## src/rtl/output_deskew_buffer.sv

```systemverilog
// rtl/output_deskew_buffer.sv - removes column skew from systolic array partial sums and queues aligned rows in a FWFT FIFO

module output_deskew_buffer #(
    parameter int ARRAYWIDTH = 8,
    parameter int PSUMSIZE   = 32,
    parameter int FIFO_DEPTH = 4
) (
    input  logic                                 clk,
    input  logic                                 rst,
    input  logic                                 clear,
    input  logic                                 in_valid,
    input  logic [ARRAYWIDTH*PSUMSIZE-1:0]       in_psum,
    output logic                                 out_valid,
    input  logic                                 out_ready,
    output logic [ARRAYWIDTH*PSUMSIZE-1:0]       out_psum,
    output logic [$clog2(FIFO_DEPTH+1)-1:0]      fifo_count,
    output logic                                 overflow
);

    localparam int W  = ARRAYWIDTH;
    localparam int P  = PSUMSIZE;
    localparam int RW = W * P;
    localparam int AW = $clog2(FIFO_DEPTH);
    localparam int CW = $clog2(FIFO_DEPTH + 1);

    // Row as seen at the output of the per-column delay lines; all columns
    // belong to the same row in the cycle the valid pipe output is high.
    logic [RW-1:0] aligned_row;

    // Column j arrives j cycles after column 0, so it is held W-1-j cycles to
    // line up with the last column, which takes the direct path.
    for (genvar j = 0; j < W; j++) begin : g_col
        localparam int D = W - 1 - j;
        if (D == 0) begin : g_direct
            assign aligned_row[j*P +: P] = in_psum[j*P +: P];
        end else begin : g_dl
            logic [P-1:0] dl_q [D];

            // Free-running shift register; data is qualified by the valid pipe only.
            always_ff @(posedge clk or negedge rst) begin
                if (!rst) begin
                    for (int k = 0; k < D; k++) begin
                        dl_q[k] <= '0;
                    end
                end else begin
                    dl_q[0] <= in_psum[j*P +: P];
                    for (int k = 1; k < D; k++) begin
                        dl_q[k] <= dl_q[k-1];
                    end
                end
            end

            assign aligned_row[j*P +: P] = dl_q[D-1];
        end
    end

    logic [W-2:0]   vpipe_q, vpipe_d;
    logic [AW-1:0]  wr_ptr_q, wr_ptr_d;
    logic [AW-1:0]  rd_ptr_q, rd_ptr_d;
    logic [CW-1:0]  count_q, count_d;
    logic           ovf_q, ovf_d;
    logic [RW-1:0]  mem_q [FIFO_DEPTH];

    logic push_req;
    logic full;
    logic pop;
    logic push;
    logic drop;

    assign push_req = vpipe_q[W-2];
    assign full     = (count_q == CW'(FIFO_DEPTH));
    assign pop      = out_valid & out_ready;
    // A pop on the same edge frees the slot, so a full FIFO still accepts.
    assign push     = push_req & (~full | pop);
    assign drop     = push_req & full & ~pop;

    // Next-state for valid pipe, pointers, occupancy and sticky overflow; clear wins.
    always_comb begin
        vpipe_d  = vpipe_q;
        wr_ptr_d = wr_ptr_q;
        rd_ptr_d = rd_ptr_q;
        count_d  = count_q;
        ovf_d    = ovf_q;

        vpipe_d[0] = in_valid;
        for (int k = 1; k < W - 1; k++) begin
            vpipe_d[k] = vpipe_q[k-1];
        end

        if (push) begin
            wr_ptr_d = wr_ptr_q + AW'(1);
        end
        if (pop) begin
            rd_ptr_d = rd_ptr_q + AW'(1);
        end
        if (push && !pop) begin
            count_d = count_q + CW'(1);
        end else if (pop && !push) begin
            count_d = count_q - CW'(1);
        end
        if (drop) begin
            ovf_d = 1'b1;
        end

        if (clear) begin
            vpipe_d  = '0;
            wr_ptr_d = '0;
            rd_ptr_d = '0;
            count_d  = '0;
            ovf_d    = 1'b0;
        end
    end

    // Control state register.
    always_ff @(posedge clk or negedge rst) begin
        if (!rst) begin
            vpipe_q  <= '0;
            wr_ptr_q <= '0;
            rd_ptr_q <= '0;
            count_q  <= '0;
            ovf_q    <= 1'b0;
        end else begin
            vpipe_q  <= vpipe_d;
            wr_ptr_q <= wr_ptr_d;
            rd_ptr_q <= rd_ptr_d;
            count_q  <= count_d;
            ovf_q    <= ovf_d;
        end
    end

    // Row storage; a clearing edge discards the row arriving with it.
    always_ff @(posedge clk or negedge rst) begin
        if (!rst) begin
            for (int k = 0; k < FIFO_DEPTH; k++) begin
                mem_q[k] <= '0;
            end
        end else if (push && !clear) begin
            mem_q[wr_ptr_q] <= aligned_row;
        end
    end

    assign out_valid  = (count_q != '0);
    assign out_psum   = mem_q[rd_ptr_q];
    assign fifo_count = count_q;
    assign overflow   = ovf_q;

endmodule

```

## config.mk

```make
export PLATFORM = sky130hd
export DESIGN_NAME = output_deskew_buffer
export DESIGN_NICKNAME = d
export VERILOG_FILES = /design/src/rtl/output_deskew_buffer.sv
export SDC_FILE = /design/constraint.sdc
export NUM_CORES = 2
export LEC_CHECK = 0
export BUFFER_PORTS_ARGS = -buffer_cell sky130_fd_sc_hd__buf_4
export CAP_MARGIN = 20
export CORE_UTILIZATION = 45
export CTS_BUF_LIST = sky130_fd_sc_hd__clkbuf_4 sky130_fd_sc_hd__clkbuf_8
export CTS_CLUSTER_DIAMETER = 120
export DETAILED_ROUTE_END_ITERATION = 10
export PLACE_DENSITY_LB_ADDON = 0.25
export SLEW_MARGIN = 20
export SYNTH_ARGS = -nofsm -noshare
export SYNTH_HDL_FRONTEND = slang
export SYNTH_SLANG_ARGS = --single-unit
```

## constraint.sdc

```tcl
create_clock -name clk -period 6.1 [get_ports clk]
set_input_delay 0.305 -clock clk [delete_from_list [all_inputs] [get_ports clk]]
set_output_delay 0.305 -clock clk [all_outputs]
set_load 0.02 [all_outputs]
```

==> summary.txt <==
Clock tree
  • CTS tree: built
  • CTS Sinks: 1935
  • H-tree depth: 5
  • Clk Latency, worst-skew pair: 0.97 ns
  • Clk root buf: clkbuf_8
  • CTS Hold Bufs: 475
  • Clock transition at path regs: 0.05 ns
  • PostCTS Resize Cnt: 0
  • Clock Path Buffers: 4
  • # Post-CTS Setup Buffers: 0
  • CTS Buf Count: 329

STA
  • Setup TNS: 0 ns
  • Worst setup margin: 2.33 ns
  • RSZ-0062 raised after global routing: no
  • Period utilization: 61.7%
  • Hold slack: 0.102 ns
  • Final worst path period need: 3.77 ns
  • Fin. max-slew vios: 0
  • Worst Max-Slew Pin Slew: 1.13 ns
  • Worst slew margin: 24.4%
  • Clk_skew: 0.0877 ns
  • Max frequency: 266 MHz
  • Count of final setup violators: 0
  • Hold Fails Final Rpt: 0

Worst setup path
  • Data arrival, critical path: 3.46 ns
  • Crit start category: flop
  • Crit Path Max Fanout: 85
  • Critical path type: flop to primary output
  • WP data required: 5.79 ns
  • Worst setup EP type: primary output

Placed design
  • Cell area after placement: 73200 µm²
  • RD Place Congestion: 0.721
  • Pre-CTS setup slack: 2.88 ns
  • IO buf count: 521
  • DP HPWL: 76700 µm

Power
  • Max VDD drop: 0.227 mV
  • Combinational group share of total power: 8.6%
  • Power density cells: 325 nW/µm²
  • Sw frac: 23.2%
  • P_leak: 0.0419 µW
  • Post-route total power: 27600 µW
  • Clock share of power: 42.5%
  • NetSw: 6410 µW
  • Power share of the sequential group: 48.9%
  • P_int: 21200 µW

Global route
  • Global-route wire length before repair: 222000 µm
  • Largest net degree at the start of global routing: 173
  • Vias in the first global route: 38200
  • All-Layer GR Usage: 18.9%
  • Initial antenna violation count: 14
  • Congestion Overflow GR: 0

Logic synthesis
  • #FFs+latches synth: 1935
  • Post-synthesis async set-or-reset flop share: 100%
  • Distinct cells, synth: 37
  • Post-synthesis instance total: 3449
  • Mapped Nets: 3715
  • Ys flop type: dfrtp_1
  • YS warnings: 0
  • EDFF count, synth: 0
  • Post-synthesis area per instance: 19.8 µm²
  • Seq/Total Area, Yosys: 70.9%
  • Synthesized area: 68300 µm²

Worst hold path
  • Worst Hold Class: primary input to flop

Route
  • Overall via count from detail_route: 34000
  • DRC Markers: 0
  • DR pass1 iterations: 6
  • Final ANT Viol Nets: 0
  • DRT Wirelength: 140000 µm
  • Via/cell ratio: 4.93
  • Drt initial violations: 1281
  • Avg WL per Cell: 20.3 µm

Layout
  • Number of nets in the layout: 4910
  • Fraction of layout cells with a size suffix above 1: 33.1%
  • P&R area growth vs syn: 24.2%
  • Final design instance area without fill: 84800 µm²

Die
  • Row count: 142
  • Die Width: 392 µm
  • Core area: 150000 µm²
  • Ports: 522
  • Die area: 153000 µm²
  • Die Height: 392 µm
  • Starting Density: 45.4%

Job
  • Maxcap violations: 0

Status
  • Status: complete, no violations
## sequential cells by signal (all words and copies together), names as in the netlist
name             count
rd_ptr_q             2
aligned_row        192
fifo_count           3
mem_q             1024
vpipe_q              7
overflow             1
g_col.g_dl.dl_q    704
wr_ptr_q             2
## cell families after synthesis
group | count (synthesis) | share of synthesized area [%]
buffers and inverters | 182 | 3.13
AO/OA/AOI/OAI | 12 | 0.115
flip-flops | 1935 | 70.9
adder cells (fa/ha/maj) | 5 | 0.103
XOR/XNOR | 3 | 0.0385
AND/OR/NAND/NOR | 30 | 0.352
multiplexers | 1282 | 25.4
## through the flow
step / std cells / util [%]
final: 6894 / 56.4
after global routing: 6893 / 56.4
after CTS: 6886 / 56.4
after detailed placement: 5854 / 48.7
after global placement: 5854 / 48.7
after floorplan: 3449 / -
## worst paths after layout
check	start	endpoint	slack, ns	cells after the start
setup / recovery	rd_ptr_q[0]	out_psum[204]	2.33	3
hold / removal	in_psum[100]	g_col[3].g_dl.dl_q[100]	0.10	2
setup reg to reg	fifo_count[1]	mem_q[262]	2.81	4
hold reg to reg	g_col[1].g_dl.dl_q[150]	g_col[1].g_dl.dl_q[118]	0.27	0
max in group asynchronous	rst	g_col[0].g_dl.dl_q[183]	3.89	5
min in group asynchronous	rst	g_col[1].g_dl.dl_q[74]	0.48	3
## critical path, stage by stage, from the launching register on
cell and delay [ns]:
dfrtp_4 0.98, buf_12 0.64, mux4_2 0.61, buf_4 0.18
## cells in the final DEF (no fill, tap or decap), drive strengths merged, types with 2 or more instances in the layout
cell type       n
nand4b          5
clkinv         23
xor2            2
mux4          256
diode           8
nand3           2
ha              4
mux2         1026
inv             6
bufinv          4
o21ai           2
nor2           10
nor2b           7
dfrtp        1935
clkbuf        519
buf           567
clkinvlp       10
dlygate4sd3   474
a21oi           3
## final cells by class
type / instances / area, µm²
antenna: 8 / 20.0
clock buffer: 519 / 6450
clock inverter: 38 / 319
fill: 11600 / 65500
inverter: 5 / 18.8
multi-input combinational: 1332 / 17700
sequential: 1935 / 48400
tap: 2016 / 2520
timing repair buffer: 1041 / 9300
## Yosys cell counts, drive strengths merged (2+ instances only)
cell,count,share of area [%]
dfrtp,1935,71
mux2,1026,17
mux4,256,8.4
buf,154,3.0
clkbuf,23,0.13
nor2,10,0.055
nor2b,7,0.064
inv,5,0.027
nand4b,5,0.15
ha,4,0.073
a21oi,3,0.022
nand3,2,0.015
o21ai,2,0.015
xor2,2,0.026
## power by group through the flow
stage	logic (µW)	clock network [µW]	registers (µW)
2_1_floorplan	1300	0	13600
3_3_place_gp	2170	0	13700
3_5_place_dp	2180	0	13700
4_1_cts	2430	12100	13500
5_1_grt	2580	12700	13600
6_report	2360	11700	13500
## per-layer routing
metal	vias up	GRT usage, %	routed length [µm]
met4	8	6.47	3810
li1	14800	-	-
met5	-	0	50
met2	733	29.3	66800
met1	18200	25.6	61200
met3	286	5.17	8270
Note: power is estimated with default switching activity, not from simulation.
